<file path="config.mk">
export PLATFORM = sky130hd
export DESIGN_NAME = mips_multicycle_control_flat
export DESIGN_NICKNAME = d
export VERILOG_FILES = /design/src/rtl/mips_pkg.sv /design/src/rtl/mips_multicycle_control_if.sv /design/src/rtl/mips_alu_decode.sv /design/src/rtl/mips_multicycle_control.sv /design/src/flat_wrapper.sv
export SDC_FILE = /design/constraint.sdc
export NUM_CORES = 1
export LEC_CHECK = 0
export CAP_MARGIN = 20
export CORE_MARGIN = 5
export CORE_UTILIZATION = 42
export CTS_CLUSTER_DIAMETER = 150
export CTS_CLUSTER_SIZE = 10
export DETAILED_ROUTE_END_ITERATION = 10
export PLACE_DENSITY = 0.76
export SETUP_SLACK_MARGIN = 0.4
export SYNTH_ARGS = -nofsm -noshare
export SYNTH_HDL_FRONTEND = slang
export SYNTH_HIERARCHICAL = 1
export SYNTH_SLANG_ARGS = --single-unit
</file>
<file path="constraint.sdc">
create_clock -name clk -period 1.6 [get_ports clk]
set_input_delay 0.32 -clock clk [delete_from_list [all_inputs] [get_ports clk]]
set_output_delay 0.32 -clock clk [all_outputs]
set_load 0.02 [all_outputs]
</file>
<file path="src/rtl/mips_pkg.sv">
// rtl/mips_pkg.sv - shared encodings for the multicycle MIPS control path
package mips_pkg;

  typedef enum logic [3:0] {
    S_FETCH     = 4'd0,
    S_DECODE    = 4'd1,
    S_MEM_ADDR  = 4'd2,
    S_MEM_READ  = 4'd3,
    S_MEM_WB    = 4'd4,
    S_MEM_WRITE = 4'd5,
    S_EXECUTE   = 4'd6,
    S_ALU_WB    = 4'd7,
    S_BRANCH    = 4'd8,
    S_IMM_EXEC  = 4'd9,
    S_IMM_WB    = 4'd10,
    S_JUMP      = 4'd11
  } state_t;

  localparam logic [3:0] ALU_AND = 4'd0;
  localparam logic [3:0] ALU_OR  = 4'd1;
  localparam logic [3:0] ALU_ADD = 4'd2;
  localparam logic [3:0] ALU_SUB = 4'd6;
  localparam logic [3:0] ALU_SLT = 4'd7;
  localparam logic [3:0] ALU_NOR = 4'd12;

  localparam logic [5:0] OP_RTYPE = 6'h00;
  localparam logic [5:0] OP_J     = 6'h02;
  localparam logic [5:0] OP_BEQ   = 6'h04;
  localparam logic [5:0] OP_BNE   = 6'h05;
  localparam logic [5:0] OP_ADDI  = 6'h08;
  localparam logic [5:0] OP_SLTI  = 6'h0A;
  localparam logic [5:0] OP_ANDI  = 6'h0C;
  localparam logic [5:0] OP_ORI   = 6'h0D;
  localparam logic [5:0] OP_LW    = 6'h23;
  localparam logic [5:0] OP_SW    = 6'h2B;

  localparam logic [5:0] FN_ADD = 6'h20;
  localparam logic [5:0] FN_SUB = 6'h22;
  localparam logic [5:0] FN_AND = 6'h24;
  localparam logic [5:0] FN_OR  = 6'h25;
  localparam logic [5:0] FN_NOR = 6'h27;
  localparam logic [5:0] FN_SLT = 6'h2A;

  localparam logic       SRCA_PC     = 1'b0;
  localparam logic       SRCA_REG    = 1'b1;
  localparam logic [1:0] SRCB_REG    = 2'b00;
  localparam logic [1:0] SRCB_FOUR   = 2'b01;
  localparam logic [1:0] SRCB_IMM    = 2'b10;
  localparam logic [1:0] SRCB_BR     = 2'b11;
  localparam logic [1:0] PCSRC_ALU    = 2'b00;
  localparam logic [1:0] PCSRC_ALUOUT = 2'b01;
  localparam logic [1:0] PCSRC_JUMP   = 2'b10;

endpackage

</file>
<file path="src/rtl/mips_multicycle_control_if.sv">
// rtl/mips_multicycle_control_if.sv - control <-> datapath/ALU/memory signal bundle
interface mips_multicycle_control_if;
  logic [5:0] opcode;
  logic [5:0] funct;
  logic       zero;
  logic       mem_ready;
  logic [3:0] alu_control;
  logic       alu_src_a;
  logic [1:0] alu_src_b;
  logic       imm_zero_ext;
  logic [1:0] pc_src;
  logic       pc_en;
  logic       ir_write;
  logic       iord;
  logic       mem_read;
  logic       mem_write;
  logic       reg_write;
  logic       reg_dst;
  logic       mem_to_reg;
  logic       illegal;
  logic [3:0] state;

  modport master (
    input  opcode, funct, zero, mem_ready,
    output alu_control, alu_src_a, alu_src_b, imm_zero_ext, pc_src, pc_en,
           ir_write, iord, mem_read, mem_write, reg_write, reg_dst,
           mem_to_reg, illegal, state
  );

  modport slave (
    output opcode, funct, zero, mem_ready,
    input  alu_control, alu_src_a, alu_src_b, imm_zero_ext, pc_src, pc_en,
           ir_write, iord, mem_read, mem_write, reg_write, reg_dst,
           mem_to_reg, illegal, state
  );
endinterface

</file>
<file path="src/rtl/mips_alu_decode.sv">
// rtl/mips_alu_decode.sv - maps (state, latched op, latched funct) to ALU code
module mips_alu_decode
  import mips_pkg::*;
(
  input  state_t     i_state,
  input  logic [5:0] i_op,
  input  logic [5:0] i_funct,
  output logic [3:0] o_alu_control,
  output logic       o_imm_zero_ext,
  output logic       o_funct_valid
);

  logic [3:0] w_fn_alu;
  logic       w_fn_valid;

  always_comb begin
    w_fn_alu   = ALU_AND;
    w_fn_valid = 1'b1;
    case (i_funct)
      FN_ADD:  w_fn_alu = ALU_ADD;
      FN_SUB:  w_fn_alu = ALU_SUB;
      FN_AND:  w_fn_alu = ALU_AND;
      FN_OR:   w_fn_alu = ALU_OR;
      FN_NOR:  w_fn_alu = ALU_NOR;
      FN_SLT:  w_fn_alu = ALU_SLT;
      default: w_fn_valid = 1'b0;
    endcase
  end

  // ALU_WB re-decodes the latched funct so the code stays stable through writeback
  always_comb begin
    o_alu_control  = ALU_AND;
    o_imm_zero_ext = 1'b0;
    o_funct_valid  = w_fn_valid;
    case (i_state)
      S_FETCH, S_DECODE, S_MEM_ADDR: o_alu_control = ALU_ADD;
      S_BRANCH:                      o_alu_control = ALU_SUB;
      S_EXECUTE, S_ALU_WB:           o_alu_control = w_fn_alu;
      S_IMM_EXEC: begin
        case (i_op)
          OP_ADDI: o_alu_control = ALU_ADD;
          OP_SLTI: o_alu_control = ALU_SLT;
          OP_ANDI: begin o_alu_control = ALU_AND; o_imm_zero_ext = 1'b1; end
          OP_ORI:  begin o_alu_control = ALU_OR;  o_imm_zero_ext = 1'b1; end
          default: o_alu_control = ALU_AND;
        endcase
      end
      default: o_alu_control = ALU_AND;
    endcase
  end

endmodule

</file>
<file path="src/rtl/mips_multicycle_control.sv">
// rtl/mips_multicycle_control.sv - multicycle MIPS control FSM
module mips_multicycle_control
  import mips_pkg::*;
#(
  parameter logic [3:0] RESET_STATE = 4'd0
)(
  input  logic                           clk,
  input  logic                           rst_n,
  mips_multicycle_control_if.master      bus
);

  state_t     r_state, w_next;
  logic [5:0] r_op, r_funct;

  logic [3:0] w_alu_control;
  logic       w_imm_zero_ext, w_funct_valid;
  logic       w_alu_src_a;
  logic [1:0] w_alu_src_b, w_pc_src;
  logic       w_pc_en, w_ir_write, w_iord, w_mem_read, w_mem_write;
  logic       w_reg_write, w_reg_dst, w_mem_to_reg, w_illegal;

  mips_alu_decode u_alu_decode (
    .i_state        (r_state),
    .i_op           (r_op),
    .i_funct        (r_funct),
    .o_alu_control  (w_alu_control),
    .o_imm_zero_ext (w_imm_zero_ext),
    .o_funct_valid  (w_funct_valid)
  );

  always_ff @(posedge clk or negedge rst_n) begin
    if (!rst_n) begin
      r_state <= state_t'(RESET_STATE);
      r_op    <= '0;
      r_funct <= '0;
    end else begin
      r_state <= w_next;
      if (r_state == S_DECODE) begin
        r_op    <= bus.opcode;
        r_funct <= bus.funct;
      end
    end
  end

  always_comb begin
    w_next       = S_FETCH;
    w_alu_src_a  = SRCA_PC;
    w_alu_src_b  = SRCB_REG;
    w_pc_src     = PCSRC_ALU;
    w_pc_en      = 1'b0;
    w_ir_write   = 1'b0;
    w_iord       = 1'b0;
    w_mem_read   = 1'b0;
    w_mem_write  = 1'b0;
    w_reg_write  = 1'b0;
    w_reg_dst    = 1'b0;
    w_mem_to_reg = 1'b0;
    w_illegal    = 1'b0;
    case (r_state)
      S_FETCH: begin
        w_mem_read  = 1'b1;
        w_alu_src_b = SRCB_FOUR;
        w_ir_write  = bus.mem_ready;
        w_pc_en     = bus.mem_ready;
        w_next      = bus.mem_ready ? S_DECODE : S_FETCH;
      end
      S_DECODE: begin
        // Opcode is taken live from IR here; it is latched on the same edge
        w_alu_src_b = SRCB_BR;
        case (bus.opcode)
          OP_RTYPE:                          w_next = S_EXECUTE;
          OP_LW, OP_SW:                      w_next = S_MEM_ADDR;
          OP_BEQ, OP_BNE:                    w_next = S_BRANCH;
          OP_ADDI, OP_SLTI, OP_ANDI, OP_ORI: w_next = S_IMM_EXEC;
          OP_J:                              w_next = S_JUMP;
          default:                           w_illegal = 1'b1;
        endcase
      end
      S_MEM_ADDR: begin
        w_alu_src_a = SRCA_REG;
        w_alu_src_b = SRCB_IMM;
        w_next      = (r_op == OP_LW) ? S_MEM_READ : S_MEM_WRITE;
      end
      S_MEM_READ: begin
        w_mem_read = 1'b1;
        w_iord     = 1'b1;
        w_next     = bus.mem_ready ? S_MEM_WB : S_MEM_READ;
      end
      S_MEM_WB: begin
        w_reg_write  = 1'b1;
        w_mem_to_reg = 1'b1;
      end
      S_MEM_WRITE: begin
        w_mem_write = 1'b1;
        w_iord      = 1'b1;
        w_next      = bus.mem_ready ? S_FETCH : S_MEM_WRITE;
      end
      S_EXECUTE: begin
        w_alu_src_a = SRCA_REG;
        if (w_funct_valid) w_next = S_ALU_WB;
        else               w_illegal = 1'b1;
      end
      S_ALU_WB: begin
        w_reg_write = 1'b1;
        w_reg_dst   = 1'b1;
      end
      S_BRANCH: begin
        w_alu_src_a = SRCA_REG;
        w_pc_src    = PCSRC_ALUOUT;
        w_pc_en     = (r_op == OP_BEQ) ? bus.zero : ~bus.zero;
      end
      S_IMM_EXEC: begin
        w_alu_src_a = SRCA_REG;
        w_alu_src_b = SRCB_IMM;
        w_next      = S_IMM_WB;
      end
      S_IMM_WB: w_reg_write = 1'b1;
      S_JUMP: begin
        w_pc_src = PCSRC_JUMP;
        w_pc_en  = 1'b1;
      end
      default: w_next = S_FETCH;
    endcase
  end

  // Reset gates every strobe combinationally so an abort cannot leak a write
  assign bus.alu_control  = rst_n ? w_alu_control : 4'd0;
  assign bus.alu_src_a    = rst_n & w_alu_src_a;
  assign bus.alu_src_b    = rst_n ? w_alu_src_b : 2'd0;
  assign bus.imm_zero_ext = rst_n & w_imm_zero_ext;
  assign bus.pc_src       = rst_n ? w_pc_src : 2'd0;
  assign bus.pc_en        = rst_n & w_pc_en;
  assign bus.ir_write     = rst_n & w_ir_write;
  assign bus.iord         = rst_n & w_iord;
  assign bus.mem_read     = rst_n & w_mem_read;
  assign bus.mem_write    = rst_n & w_mem_write;
  assign bus.reg_write    = rst_n & w_reg_write;
  assign bus.reg_dst      = rst_n & w_reg_dst;
  assign bus.mem_to_reg   = rst_n & w_mem_to_reg;
  assign bus.illegal      = rst_n & w_illegal;
  assign bus.state        = rst_n ? r_state : 4'd0;

endmodule
</file>
<file path="src/flat_wrapper.sv">
// flat-port wrapper written by rule: the top's interface ports become plain ports
module mips_multicycle_control_flat import mips_pkg::*;
#(
  parameter logic [3:0] RESET_STATE = 4'd0
)
  (clk, rst_n, bus_opcode, bus_funct, bus_zero, bus_mem_ready, bus_alu_control, bus_alu_src_a, bus_alu_src_b, bus_imm_zero_ext, bus_pc_src, bus_pc_en, bus_ir_write, bus_iord, bus_mem_read, bus_mem_write, bus_reg_write, bus_reg_dst, bus_mem_to_reg, bus_illegal, bus_state);
  mips_multicycle_control_if bus_i ();
  input  logic clk;
  input  logic rst_n;
  input wire logic [$bits(bus_i.opcode)-1:0] bus_opcode;
  input wire logic [$bits(bus_i.funct)-1:0] bus_funct;
  input wire logic [$bits(bus_i.zero)-1:0] bus_zero;
  input wire logic [$bits(bus_i.mem_ready)-1:0] bus_mem_ready;
  output wire logic [$bits(bus_i.alu_control)-1:0] bus_alu_control;
  output wire logic [$bits(bus_i.alu_src_a)-1:0] bus_alu_src_a;
  output wire logic [$bits(bus_i.alu_src_b)-1:0] bus_alu_src_b;
  output wire logic [$bits(bus_i.imm_zero_ext)-1:0] bus_imm_zero_ext;
  output wire logic [$bits(bus_i.pc_src)-1:0] bus_pc_src;
  output wire logic [$bits(bus_i.pc_en)-1:0] bus_pc_en;
  output wire logic [$bits(bus_i.ir_write)-1:0] bus_ir_write;
  output wire logic [$bits(bus_i.iord)-1:0] bus_iord;
  output wire logic [$bits(bus_i.mem_read)-1:0] bus_mem_read;
  output wire logic [$bits(bus_i.mem_write)-1:0] bus_mem_write;
  output wire logic [$bits(bus_i.reg_write)-1:0] bus_reg_write;
  output wire logic [$bits(bus_i.reg_dst)-1:0] bus_reg_dst;
  output wire logic [$bits(bus_i.mem_to_reg)-1:0] bus_mem_to_reg;
  output wire logic [$bits(bus_i.illegal)-1:0] bus_illegal;
  output wire logic [$bits(bus_i.state)-1:0] bus_state;
  assign bus_i.opcode = bus_opcode;
  assign bus_i.funct = bus_funct;
  assign bus_i.zero = bus_zero;
  assign bus_i.mem_ready = bus_mem_ready;
  assign bus_alu_control = bus_i.alu_control;
  assign bus_alu_src_a = bus_i.alu_src_a;
  assign bus_alu_src_b = bus_i.alu_src_b;
  assign bus_imm_zero_ext = bus_i.imm_zero_ext;
  assign bus_pc_src = bus_i.pc_src;
  assign bus_pc_en = bus_i.pc_en;
  assign bus_ir_write = bus_i.ir_write;
  assign bus_iord = bus_i.iord;
  assign bus_mem_read = bus_i.mem_read;
  assign bus_mem_write = bus_i.mem_write;
  assign bus_reg_write = bus_i.reg_write;
  assign bus_reg_dst = bus_i.reg_dst;
  assign bus_mem_to_reg = bus_i.mem_to_reg;
  assign bus_illegal = bus_i.illegal;
  assign bus_state = bus_i.state;
  mips_multicycle_control #(.RESET_STATE(RESET_STATE)) u_core (.clk(clk), .rst_n(rst_n), .bus(bus_i));
endmodule
</file>
==> results of run 1 <==
[metrics by stage]
step | std cells | utilization | setup WS (ps) | TNS, ps | hold slack (ps)
CTS | 293 | 0.948 | -582 | -6170 | 256
detailed placement | 261 | 0.782 | -886 | -13580 | 572
floorplan | 147 | - | -115 | -227 | 24.4
global placement | 261 | 0.782 | -853 | -12880 | 555
[timing repair]
action | 4_1_cts
resized for setup | 203
pin swaps | 22
cloned | 1
endpoints found under the setup margin | 39
buffers inserted | 27
hold buffers | 0
hold endpoints to repair | 0
[cell families after synthesis]
| group | after synthesis | synth area share |
|---|---|---|
| compound gates | 28 | 0.168 |
| xor+xnor | 2 | 0.0138 |
| fa+ha+maj | 1 | 0.00787 |
| buf+inv | 13 | 0.0423 |
| flops | 16 | 0.315 |
| mux | 14 | 0.122 |
| simple gates | 73 | 0.331 |
==> flow_summary.yaml, run 1 <==
clock_tree:
  cts_buffer_depth: 2
  cts_buffers: 3
  h-tree-depth: 1
  clkSinkCount: 16
  ctsRootBufferMaster: "clkbuf_4"
place:
  place_hpwl_mm: 3.41
  place_area_um2: 2330
  port_buffers: 38
  gp_congestion: 0.859
floorplanning:
  rows: 20
  io_pins: 39
  start_util: 0.427
  die_h_um: 65.0
  dieWidth_um: 65.0
status:
  status: "stopped before the end"
  error: "[ERROR DPL-0038] Utilization greater than 100%, impossible to legalize"
  stop_stage: "global routing"
yosys:
  synth_top_cells_by_area: "dfrtp_1, mux2_2, nor2_1, and2_1, nand2_1"
  avgSynthCellArea_um2: 8.66
  ys_ff_latch: 16
  syn_inst: 147
  synth_seq_area_share: 0.315
  ys_types: 48
  yosys-top-cells-count: "nor2_1, dfrtp_1, nand2_1"
  synth_most_common_cell: "nor2_1"
  yosys.area.top_type: "dfrtp_1"
  synth_edf_count: 0
  yosysTopAreaCellShare: 0.315
  synthesis.nets: 163
  yosysWarnings: 6
  synth.cell_area_um2: 1270
  synthArstFlopShare: 1.00
  ys.flop_type: "dfrtp_1"
sta:
  worstEndpointGrtRepair: "bus_pc_en"
  worst-endpoint-pin-kind: "primary output"
global_route:
  grt_max_degree: 10
==> run 2: changes to the inputs <==
--- a/config.mk
+++ b/config.mk
@@ -6,13 +6,10 @@
 export NUM_CORES = 1
 export LEC_CHECK = 0
 export CAP_MARGIN = 20
-export CORE_MARGIN = 5
-export CORE_UTILIZATION = 42
-export CTS_CLUSTER_DIAMETER = 150
-export CTS_CLUSTER_SIZE = 10
+export CORE_AREA = 5 5 66 68
 export DETAILED_ROUTE_END_ITERATION = 10
-export PLACE_DENSITY = 0.76
-export SETUP_SLACK_MARGIN = 0.4
+export DIE_AREA = 0 0 71 73
+export PLACE_DENSITY_LB_ADDON = 0.15
 export SYNTH_ARGS = -nofsm -noshare
 export SYNTH_HDL_FRONTEND = slang
 export SYNTH_HIERARCHICAL = 1
==> constraint.sdc (replaced) <==
create_clock -name clk -period 2.08 [get_ports clk]
set_input_delay 0.416 -clock clk [delete_from_list [all_inputs] [get_ports clk]]
set_output_delay 0.416 -clock clk [all_outputs]
set_load 0.02 [all_outputs]
==> flow_summary.yaml, run 2 <==
finish:
  diodes: 0
  final_cell_mix: "buf_4, nand2_1, nor2_1, dfrtp_1, mux2_2"
  stdcell_area_um2: 2230
  drive_gt1_frac: 0.519
  final_nets: 258
  final_common_cell: "buf_4"
  final_core_util: 0.587
  reg_top3: "u_core/r_funct x6, u_core/r_op x6, u_core/r_state x4"
  multi_input_area_um2: 903
  syn2layout_area_growth_pct: 75.1
  nFillCells: 355
  regArea_um2: 404
sta:
  tns_ps: -161
  maxSlewHeadroom: 0.783
  finalMaxSlewViolations: 0
  period_needed_ps: 2230
  setup_slack_ps: -147
  fmax_mhz: 449
  fin_skew_ps: 2.23
  setup_viol_count_final: 2
  finalHoldViolations: 0
  fin_crit_sh: 1.07
  tightestPinTransition_ps: 321
  rsz0062_at_grt: "yes"
place:
  place_area_um2: 2040
  place_hpwl_mm: 3.20
  port_buffers: 38
  gp_congestion: 0.884
worst_setup_path:
  crit_fanout: 2
  cp.required_ps: 1660
  start_kind: "flip-flop"
  path_class: "reg2out"
  arrival_ps: 1810
  critPathCaptureType: "output pin"
  r2r_setup_slack_ps: 470
global_route:
  antenna_found_initial: 0
  grt_usage: 0.164
  grt_pass1_wl_mm: 6.80
  met3_usage: 0.0317
  top_usage_layer: "met2"
  grt_max_degree: 14
  overflow: 0
  met1_usage: 0.205
  use_met2: 0.287
  grt_pass1_vias: 1476
yosys:
  synth_seq_area_share: 0.315
  yosys.area.top_type: "dfrtp_1"
  ys.flop_type: "dfrtp_1"
  synth_xor_area_frac: 0.0138
  yosys-top-cells-count: "nor2_1, dfrtp_1, nand2_1"
  synth_top_cells_by_area: "dfrtp_1, mux2_2, nor2_1, and2_1, nand2_1"
  yosys.area_share.adder: 0.00787
  synth_top_family_by_area: "simple AND/OR/NAND/NOR gates"
  syn_inst: 147
  ys_ff_latch: 16
  synth_most_common_cell: "nor2_1"
  yosys.area_share.simple: 0.331
  synthesis.nets: 163
  yosys-mux-area-fraction: 0.122
  avgSynthCellArea_um2: 8.66
  synth.cell_area_um2: 1270
  ys_types: 48
  synthArstFlopShare: 1.00
  synth_edf_count: 0
  yosysTopAreaCellShare: 0.315
  synth-compound-area-share: 0.168
  yosysWarnings: 6
drt:
  drt-initial-drc-count: 150
  via_per_inst: 5.23
  wire_per_inst_um: 14.8
  post-route-drc-count: 0
  wirelength_mm: 4.30
  dr_total_vias: 1523
  antenna_left: 0
  drt_first_pass_iters: 4
clock_tree:
  ctsRootBufferMaster: "clkbuf_8"
  clk_pin_slew_ps: 70
  h-tree-depth: 1
  cts_buffers: 3
  tritoncts: "yes"
  clkSinkCount: 16
  cts_buffer_depth: 2
  clk_latency_ps: 260
status:
  violations: "negative setup slack"
  status: "finished with violations"
worst_hold_path:
  hold_path.class: "in2async"
power_and_ir_drop:
  leakage_nw: 1.07
  p_per_area_nw_per_um2: 1010
  vdd_drop_max_mv: 0.818
floorplanning:
  rows: 23
  start_util: 0.335
  die_h_um: 73
  core_um2: 3800
  dieWidth_um: 71
  dieArea_um2: 5180
  io_pins: 39
run:
  maxCapViolCount: 0
-- run 2: report_power, final --
part	switching, mW	leakage, nW	internal [mW]
clock	0.120	0.0288	0.168
sequential	0.166	0.189	0.451
combinational	0.607	0.852	0.729
total	0.893	1.07	1.35
-- run 2: what timing repair did --
| action | CTS | global route |
|---|---|---|
| pin swaps | 6 | 11 |
| endpoints found under the setup margin | 23 | 20 |
| gates resized for setup | 90 | 46 |
| hold buffers | 0 | 0 |
| buffers inserted | 5 | 10 |
-- run 2: logic make-up (layout without fill, tap and decap cells) --
kind of cell               Yosys count  after routing
DFF                                 16             16
adders and majority gates            1              1
muxes                               14             14
and+or+nand+nor                     73             73
xor gates and xnor gates             2              2
AOI/OAI and AO/OA                   28             28
buffers and inverters               13            107
-- run 2: final timing paths --
check	from	to	depth (start not counted)
min reg2reg	u_core/r_funct[4]$_DFFE_PN0P_	u_core/r_funct[4]$_DFFE_PN0P_	1
min	rst_n	u_core/r_funct[5]$_DFFE_PN0P_	3
max in group asynchronous	rst_n	u_core/r_state[0]$_DFF_PN0_	4
max reg2reg	u_core/r_state[2]$_DFF_PN0_	u_core/r_funct[2]$_DFFE_PN0P_	5
min in group clk	u_core/r_funct[4]$_DFFE_PN0P_	u_core/r_funct[4]$_DFFE_PN0P_	1
max	u_core/r_op[3]$_DFFE_PN0P_	bus_pc_en	5
-- run 2: stage by stage --
step           worst slack [ps]  total power [mW]  instances  hold slack, ps
2_1_floorplan              90.6              1.23        147             120
3_3_place_gp               -566              1.77        273             495
3_5_place_dp               -632              1.80        273             497
4_1_cts                    -181              2.11        282             512
5_1_grt                    -217              2.39        291             229
6_report                   -147              2.24        291             218
-- run 2: layer usage --
metal,part of all wire,vias up
li1,-,723
met1,0.40,741
met2,0.52,50
met3,0.054,9
met4,0.019,0
met5,0,-
-- run 2: final cells by class --
cell class / count / area share
inverters: 7 / 0.0118
flip-flops and latches: 16 / 0.181
well taps: 50 / 0.0281
multi-input cells: 118 / 0.405
clock buffers: 4 / 0.0247
repair buffers: 96 / 0.349
-- run 2: worst max-delay path: stages (launching register included) --
cell and delay, ps:
dfrtp_1 380, or4b_4 560, nor3_4 210, xnor2_2 150, o2bb2ai_2 130, buf_6 130
(Power assumes the default switching activity.)
